$ cat config.mk
export PLATFORM = sky130hd
export DESIGN_NAME = tod_counter
export DESIGN_NICKNAME = d
export VERILOG_FILES = /design/src/rtl/tod_pkg.sv /design/src/rtl/tod_alarm_ch.sv /design/src/rtl/tod_counter.sv
export SDC_FILE = /design/constraint.sdc
export NUM_CORES = 1
export LEC_CHECK = 0
export CORE_ASPECT_RATIO = 0.9
export CORE_UTILIZATION = 53
export DETAILED_ROUTE_END_ITERATION = 6
export GPL_TIMING_DRIVEN = 0
export PLACE_DENSITY = 0.79
export SYNTH_ARGS = -nofsm -noshare
export SYNTH_HDL_FRONTEND = slang
export SYNTH_SLANG_ARGS = --single-unit
$ cat constraint.sdc
create_clock -name clock_i -period 3.6 [get_ports clock_i]
set_input_delay 0.72 -clock clock_i [delete_from_list [all_inputs] [get_ports clock_i]]
set_output_delay 0.72 -clock clock_i [all_outputs]
set_load 0.03 [all_outputs]
$ cat src/rtl/tod_pkg.sv
// Time-of-day shared definitions: default day length, counter/alarm vector types, alarm FSM encoding.
// Latency: n/a (types and constants only).
// Backpressure: n/a. CLOCK_SNOOZE_EN adds the SNOOZED encoding.
package tod_pkg;

    localparam int TOD_SEC_PER_DAY = 86400;
    localparam int TOD_N_ALARMS    = 2;

    typedef logic [$clog2(TOD_SEC_PER_DAY)-1:0] COUNTER_T;
    typedef logic [TOD_N_ALARMS-1:0]            ALARM_T;

`ifdef CLOCK_SNOOZE_EN
    typedef enum logic [1:0] {
        ALM_IDLE    = 2'd0,
        ALM_ARMED   = 2'd1,
        ALM_RINGING = 2'd2,
        ALM_SNOOZED = 2'd3
    } alm_state_e;
`else
    typedef enum logic [1:0] {
        ALM_IDLE    = 2'd0,
        ALM_ARMED   = 2'd1,
        ALM_RINGING = 2'd2
    } alm_state_e;
`endif

    // Index width that never collapses to zero bits for a single entry.
    function automatic int max1_clog2(input int n);
        return (n > 1) ? $clog2(n) : 1;
    endfunction

endpackage

$ cat src/rtl/tod_alarm_ch.sv
// One alarm channel: setpoint, IDLE/ARMED/RINGING (+SNOOZED with CLOCK_SNOOZE_EN) FSM, ring timer, snooze target.
// Latency: ringing_o rises/falls one cycle after the registered tick/ack/write that causes it.
// Backpressure: none; writes, acks and snoozes are taken every cycle (priority write > ack > snooze > tick).
module tod_alarm_ch
    import tod_pkg::*;
#(
    parameter int CW          = 17,
    parameter int SEC_PER_DAY = 86400,
    parameter int RING_SEC    = 60,
    parameter int SNOOZE_SEC  = 300
) (
    input  logic          clock_i,
    input  logic          reset_i,
    input  logic          tick_i,           // counter_state_i has just been advanced by a tick
    input  logic [CW-1:0] counter_state_i,
    input  logic          wr_i,
    input  logic [CW-1:0] time_i,
    input  logic          arm_i,
    input  logic          ack_i,
    input  logic          snooze_i,
    output logic          ringing_o
);

    localparam int            RW        = max1_clog2(RING_SEC);
    localparam logic [RW-1:0] RING_LAST = RW'(RING_SEC - 1);

    alm_state_e    state_q, state_d;
    logic [CW-1:0] setpoint_q, setpoint_d;
    logic [RW-1:0] ring_q, ring_d;
    logic          can_ack;

`ifdef CLOCK_SNOOZE_EN
    localparam logic [CW:0] DAY_W = (CW+1)'(SEC_PER_DAY);
    localparam logic [CW:0] SNZ_W = (CW+1)'(SNOOZE_SEC);

    logic [CW-1:0] target_q, target_d;
    logic [CW:0]   snz_sum;
    logic [CW-1:0] snz_target;

    // The extra bit keeps the sum exact before the single conditional wrap.
    assign snz_sum    = {1'b0, counter_state_i} + SNZ_W;
    assign snz_target = (snz_sum >= DAY_W) ? CW'(snz_sum - DAY_W) : snz_sum[CW-1:0];
    assign can_ack    = (state_q == ALM_RINGING) || (state_q == ALM_SNOOZED);
`else
    logic unused_snooze;
    assign unused_snooze = snooze_i ^ (SNOOZE_SEC == 0) ^ (SEC_PER_DAY == 0);
    assign can_ack       = (state_q == ALM_RINGING);
`endif

    assign ringing_o = (state_q == ALM_RINGING);

    // Channel state register; reset drops any ring immediately.
    always_ff @(posedge clock_i or posedge reset_i) begin
        if (reset_i) begin
            state_q    <= ALM_IDLE;
            setpoint_q <= '0;
            ring_q     <= '0;
`ifdef CLOCK_SNOOZE_EN
            target_q   <= '0;
`endif
        end else begin
            state_q    <= state_d;
            setpoint_q <= setpoint_d;
            ring_q     <= ring_d;
`ifdef CLOCK_SNOOZE_EN
            target_q   <= target_d;
`endif
        end
    end

    // Next-state: a write overrides everything, then ack, then snooze, then tick-driven match/timeout.
    always_comb begin
        state_d    = state_q;
        setpoint_d = setpoint_q;
        ring_d     = ring_q;
`ifdef CLOCK_SNOOZE_EN
        target_d   = target_q;
`endif
        if (wr_i) begin
            state_d    = arm_i ? ALM_ARMED : ALM_IDLE;
            setpoint_d = time_i;
            ring_d     = '0;
        end else if (ack_i && can_ack) begin
            state_d = ALM_ARMED;
            ring_d  = '0;
        end
`ifdef CLOCK_SNOOZE_EN
        else if (snooze_i && (state_q == ALM_RINGING)) begin
            state_d  = ALM_SNOOZED;
            target_d = snz_target;
        end
`endif
        else if (tick_i) begin
            case (state_q)
                ALM_ARMED: begin
                    if (counter_state_i == setpoint_q) begin
                        state_d = ALM_RINGING;
                        ring_d  = '0;
                    end
                end
                ALM_RINGING: begin
                    if (ring_q == RING_LAST) begin
                        state_d = ALM_ARMED;
                        ring_d  = '0;
                    end else begin
                        ring_d = ring_q + 1'b1;
                    end
                end
`ifdef CLOCK_SNOOZE_EN
                ALM_SNOOZED: begin
                    if (counter_state_i == target_q) begin
                        state_d = ALM_RINGING;
                        ring_d  = '0;
                    end
                end
`endif
                default: ;
            endcase
        end
    end

endmodule

$ cat src/rtl/tod_counter.sv
// Time-of-day seconds counter with prescaler, set handshake and N alarm channels (snooze: CLOCK_SNOOZE_EN).
// Latency: counter/sec_pulse/day_wrap/set_err registered, 1 cycle; alarm_state 1 cycle after the tick it reacts to.
// Backpressure: set_ready is high whenever reset is low; alarm writes are always accepted.
module tod_counter
    import tod_pkg::*;
#(
    parameter  int CLK_PER_SEC = 4,
    parameter  int SEC_PER_DAY = TOD_SEC_PER_DAY,
    parameter  int N_ALARMS    = 2,
    parameter  int RING_SEC    = 60,
    parameter  int SNOOZE_SEC  = 300,
    localparam int CW          = $clog2(SEC_PER_DAY),
    localparam int AW          = max1_clog2(N_ALARMS)
) (
    input  logic                clock_i,
    input  logic                reset_i,
    input  logic                run_i,
    input  logic                set_valid_i,
    input  logic [CW-1:0]       set_value_i,
    output logic                set_ready_o,
    output logic                set_err_o,
    input  logic                alm_wr_i,
    input  logic [AW-1:0]       alm_sel_i,
    input  logic [CW-1:0]       alm_time_i,
    input  logic                alm_arm_i,
    input  logic [N_ALARMS-1:0] alm_ack_i,
    input  logic [N_ALARMS-1:0] alm_snooze_i,
    output logic [CW-1:0]       counter_state_o,
    output logic                sec_pulse_o,
    output logic                day_wrap_o,
    output logic [N_ALARMS-1:0] alarm_state_o
);

    localparam int            PW       = max1_clog2(CLK_PER_SEC);
    localparam logic [PW-1:0] PRE_LAST = PW'(CLK_PER_SEC - 1);
    localparam logic [CW-1:0] CNT_LAST = CW'(SEC_PER_DAY - 1);
    localparam logic [CW:0]   DAY_W    = (CW+1)'(SEC_PER_DAY);

    logic [PW-1:0] presc_q, presc_d;
    logic [CW-1:0] cnt_q, cnt_d;
    logic          sec_pulse_q, sec_pulse_d;
    logic          day_wrap_q, day_wrap_d;
    logic          set_err_q, set_err_d;
    logic          tick, set_acc, set_ok;

    assign set_ready_o = ~reset_i;
    assign set_acc     = set_valid_i & set_ready_o;
    assign set_ok      = set_acc && ({1'b0, set_value_i} < DAY_W);
    assign tick        = run_i && (presc_q == PRE_LAST);

    // Counter, prescaler and status pulse registers.
    always_ff @(posedge clock_i or posedge reset_i) begin
        if (reset_i) begin
            presc_q     <= '0;
            cnt_q       <= '0;
            sec_pulse_q <= 1'b0;
            day_wrap_q  <= 1'b0;
            set_err_q   <= 1'b0;
        end else begin
            presc_q     <= presc_d;
            cnt_q       <= cnt_d;
            sec_pulse_q <= sec_pulse_d;
            day_wrap_q  <= day_wrap_d;
            set_err_q   <= set_err_d;
        end
    end

    // A valid set beats a same-cycle tick and swallows its sec_pulse; a rejected set leaves the tick alone.
    always_comb begin
        presc_d     = presc_q;
        cnt_d       = cnt_q;
        sec_pulse_d = 1'b0;
        day_wrap_d  = 1'b0;
        set_err_d   = set_acc && !set_ok;
        if (set_ok) begin
            cnt_d   = set_value_i;
            presc_d = '0;
        end else if (tick) begin
            presc_d     = '0;
            sec_pulse_d = 1'b1;
            if (cnt_q == CNT_LAST) begin
                cnt_d      = '0;
                day_wrap_d = 1'b1;
            end else begin
                cnt_d = cnt_q + 1'b1;
            end
        end else if (run_i) begin
            presc_d = presc_q + 1'b1;
        end
    end

    assign counter_state_o = cnt_q;
    assign sec_pulse_o     = sec_pulse_q;
    assign day_wrap_o      = day_wrap_q;
    assign set_err_o       = set_err_q;

    // The registered sec_pulse marks the cycle counter_state first shows a ticked value.
    for (genvar g = 0; g < N_ALARMS; g++) begin : g_ch
        tod_alarm_ch #(
            .CW          (CW),
            .SEC_PER_DAY (SEC_PER_DAY),
            .RING_SEC    (RING_SEC),
            .SNOOZE_SEC  (SNOOZE_SEC)
        ) u_ch (
            .clock_i         (clock_i),
            .reset_i         (reset_i),
            .tick_i          (sec_pulse_q),
            .counter_state_i (cnt_q),
            .wr_i            (alm_wr_i && (alm_sel_i == AW'(g))),
            .time_i          (alm_time_i),
            .arm_i           (alm_arm_i),
            .ack_i           (alm_ack_i[g]),
            .snooze_i        (alm_snooze_i[g]),
            .ringing_o       (alarm_state_o[g])
        );
    end

endmodule

==> results summary, run 1 <==
The layout overhead on the synthesized area came out at 25.9%. The estimated wirelength of the detail-placed design is approximately 6700 um. The flip-flop and latch count after synthesis came out at just over 70. The relative max-transition margin is a little over half. The global routing usage summed across all routing layers came out at about a quarter. The clock latency at the later pin of the worst-skew pair came out at 0.35 ns. The wire length of the first global-routing pass came out at 15600 um.

In the post-synthesis netlist, the biggest area contributors are dfrtp_1 (46%), nand2_1 (8.2%), xnor2_1 (7.4%), mux2_2 (6.0%), o21ai_0 (3.6%). TritonCTS built the clock tree. The post-synthesis cell count is about 420.

Global routing finished with a remaining overflow of 0. The instance area at placement came out at between 4000 and 5000 um2. The flow ran to the end, and the final reports show no timing, DRC or antenna violations. The register clock-pin slew on the reported worst setup and hold paths is 0.07 ns.

The leakage dissipation is roughly 2 nW. The final cell area excluding filler cells is 4940 um2. The fill cell total of the finished layout is approximately 570.

The number of warning messages in the yosys log came out at 0. The share of synthesized area in the top cell type comes to about 46%. The startpoint class of the critical path is an input port. The row count is 29. After the last flow step, the layout net total stands at ~550. The total clock buffers created by CTS is 9. The die covers 7750 um2. The initial core utilization is a little under three fifths. The width of the die came out at about 93 um. The final core area utilization is 69.4%.

The initial antenna violation count came out at 0. The worst path required time is between 2 and 3 ns. The min-delay analysis places its worst path in the category flip-flop to flip-flop. The adder-cell share of the synthesized area came out at under 10%. The final critical-path required period is between 3 and 4 ns. The number of placed I/O pins came out at 68. The net count after synthesis came out at 470. The number of synthesized flops with an enable pin is 0. Counting distinct cell types in the post-synthesis netlist gives 49.

The number of H-tree levels came out at 3. The xor and xnor area share after synthesis came out at under 10%. The wire length reported by the detailed router is between 9000 and 10000 um. The final clock period utilization by the worst path came out at approximately nine tenths. At the pin with the least slew margin, the transition time is approximately 0.70 ns. The number of port buffers is 65. Of all nets on the critical path, the largest fanout is 41.

The synthesized area per cell came out at between 9 and 10 um2. The nature of the critical path endpoint is an output port. Measured against the total synthesized area, the mux share comes to between 7 and 8%. The fraction of final layout cells with drive strength greater than 1 is a little under an eighth. For this run, the top clock speed supported by timing is between 300 and 400 MHz. The simple logic cell fraction of the synthesized area came out at 22.9%. After floorplanning, the core was sized to cover approximately 7000 um2.

The first detailed-routing pass took 5 iterations. The share of flip-flops with an asynchronous set or reset is between 90% and 100%. Once the clock tree was built, the setup fixing pass inserted 0 buffers.

After clock tree synthesis, the repair step resized 0 gates. The synthesized netlist devotes under 10% of its cell area to compound gates. The number of antenna cells inserted came out at 0. The critical path is of the input port to output port type. The cell type contributing the most total cell area after synthesis is dfrtp_1. The setup total negative slack is 0 ns.

Setup repair after global routing left no endpoint under its margin. At the worst endpoint, the arrival time is between 2 and 3 ns. The count of endpoints failing hold in the final timing report came out at 0. The worst hold margin came out at roughly 0.49 ns. The worst-case IR drop observed on VDD is around 0.33 mV. The number of sinks on the clock net came out at slightly above 70. The routability congestion estimate is 0.842. The detailed router's first-iteration violation count came out at about 220. Across all setup checks in the final design, the least slack found is ~0.36 ns.

The number of setup violations in the final report is 0. The final routed DRC violation total came out at 0. The total of max-cap violations is 0. The number of hold buffers added after cts is 0. The die span in y came out at 83.6 um. For this design the ratio of total power to cell area is 479 nW/um2. The via count of the first global-routing pass came out at ~3.2k.

The number of max-slew violations in the final report is 0. The worst setup timing slack at the placement stage is about 0.31 ns. The largest family of logic cells by synthesized area is simple AND/OR/NAND/NOR gates. The dominant synthesized flop cell is dfrtp_1. In this run the deepest clock path goes through 2 buffers.

The post-route clock skew came out at ~0.010 ns. After detailed routing, the average wire length per cell comes to 15.5 um. In this run the remaining antenna-violating nets after routing total 0.

The mapped cell area is between 3000 and 4000 um2. The cell sitting at the root of the clock tree is a clkbuf_8. Dividing the detail-routed via count by the number of cells gives between 5 and 6. The post-synthesis sequential area ratio came out at a little under half. Entering global routing, the biggest net connects between 40 and 50 pins.

The via count is 3378.
-- routing by layer --
layer  share of wire [%]  routed length (um)  track usage, %  up-vias
met1                  45                4180            36.2     1626
met4                 1.4                 125            6.29        0
met3                 6.0                 558            6.10       12
met2                  47                4370            40.5      126
met5                   0                   0               0        -
li1                    -                   -               -     1614
-- flip-flops by register name, summed over array words and instances, names as in the netlist --
name and count:
counter_state_o 17, day_wrap_o 1, g_ch.u_ch.ring_q 12, g_ch.u_ch.setpoint_q 34
g_ch.u_ch.state_q 4, presc_q 2, sec_pulse_o 1, set_err_o 1
-- cells by family (layout without fill, tap and decap cells) --
kind of cell | count (synthesis) | in the layout
AND/OR/NAND/NOR | 183 | 183
flip-flops | 72 | 72
AO/OA/AOI/OAI | 64 | 64
XOR/XNOR | 40 | 40
buffers and inverters | 33 | 116
multiplexers | 25 | 25
adder cells (fa/ha/maj) | 4 | 4
-- cell usage in the layout, fill, tap and decap left out, types with 3 or more instances in the layout --
master	Yosys	routed
nand2_1	86	86
dfrtp_1	72	72
clkdlybuf4s50_1	0	65
xnor2_1	33	33
o21ai_0	28	28
nand3_1	23	23
mux2_2	21	21
nor2_1	19	19
clkbuf_1	16	16
a21oi_1	13	13
clkbuf_8	1	12
nand4_1	11	11
nor3_1	7	7
xor2_1	7	7
a31oi_1	7	7
nand2b_1	6	6
and3_1	5	5
buf_2	5	5
mux2i_1	4	4
inv_1	5	4
nor3b_1	4	4
ha_1	4	4
clkinvlp_4	0	3
nand3b_1	3	3
nor2b_1	3	3
and3_2	3	3
o31ai_1	3	3
-- critical path, stage by stage --
cell and delay (ns):
clkdlybuf4s50_1 0.44, clkinvlp_4 0.16, buf_12 0.25, buf_12 0.23, clkdlybuf4s50_1 0.69
-- synthesized netlist by cell type, types with 4 or more instances --
cell type	instances
ha_1	4
xor2_1	7
and3_1	5
xnor2_1	33
buf_2	5
nand2b_1	6
a31oi_1	7
inv_1	5
mux2i_1	4
nor3b_1	4
o21ai_0	28
nand4_1	11
nand3_1	23
nand2_1	86
nor3_1	7
dfrtp_1	72
clkbuf_1	16
a21oi_1	13
nor2_1	19
mux2_2	21
-- cell type report --
cell class | count | area, um2 | share of cell area (%)
clock inverter | 5 | 55.1 | 1.11
buffer | 28 | 144 | 2.91
timing repair buffer | 67 | 691 | 14.0
multi-input combinational | 316 | 1960 | 39.6
sequential | 72 | 1800 | 36.5
tap | 93 | 116 | 2.36
clock buffer | 11 | 151 | 3.07
inverter | 5 | 22.5 | 0.456
-- where the power goes --
group          internal (mW)  total, mW  switching [mW]
Sequential             0.914       1.00          0.0877
Clock                  0.355      0.659           0.304
Combinational          0.321      0.706           0.385
-- path summary, 6_finish.rpt --
kind | from | endpoint | slack, ns | depth (start not counted)
hold / removal | g_ch[0].u_ch.ring_q[5] | g_ch[0].u_ch.ring_q[5] | 0.49 | 1
setup / recovery | reset_i | set_ready_o | 0.36 | 5
max in group asynchronous | reset_i | day_wrap_o | 2.32 | 4
min in group asynchronous | reset_i | g_ch[0].u_ch.ring_q[5] | 0.63 | 2
hold reg to reg | g_ch[0].u_ch.ring_q[5] | g_ch[0].u_ch.ring_q[5] | 0.49 | 1
setup reg to reg | counter_state_o[7] | g_ch[1].u_ch.ring_q[1] | 1.10 | 7
-- stage by stage --
stage | power [mW] | cells
CTS | 2.38 | 597
floorplan | 1.46 | 421
finish | 2.37 | 597
global placement | 1.69 | 579
detailed placement | 1.72 | 581
global route | 2.49 | 597
Note: power is estimated with default switching activity, not from simulation.
==> run 2: changes to the inputs <==
--- a/config.mk
+++ b/config.mk
@@ -10,6 +10,8 @@
 export DETAILED_ROUTE_END_ITERATION = 6
 export GPL_TIMING_DRIVEN = 0
 export PLACE_DENSITY = 0.79
+export RECOVER_POWER = 25
 export SYNTH_ARGS = -nofsm -noshare
 export SYNTH_HDL_FRONTEND = slang
 export SYNTH_SLANG_ARGS = --single-unit
+export TNS_END_PERCENT = 20
==> constraint.sdc (replaced) <==
create_clock -name clock_i -period 3.4 [get_ports clock_i]
set_input_delay 0.68 -clock clock_i [delete_from_list [all_inputs] [get_ports clock_i]]
set_output_delay 0.68 -clock clock_i [all_outputs]
set_load 0.03 [all_outputs]
==> results of run 2 <==
Same layout as run 1 (identical final DEF). Status: finished, final reports clean.
Main changes from that run: setup slack after placement 0.307 ns -> 0.147 ns; setup slack after layout 0.357 ns -> 0.237 ns; register-to-register setup slack 1.10 ns -> 0.90 ns; total power 2.37 mW -> 2.51 mW; worst IR drop on VDD 0.327 mV -> 0.346 mV
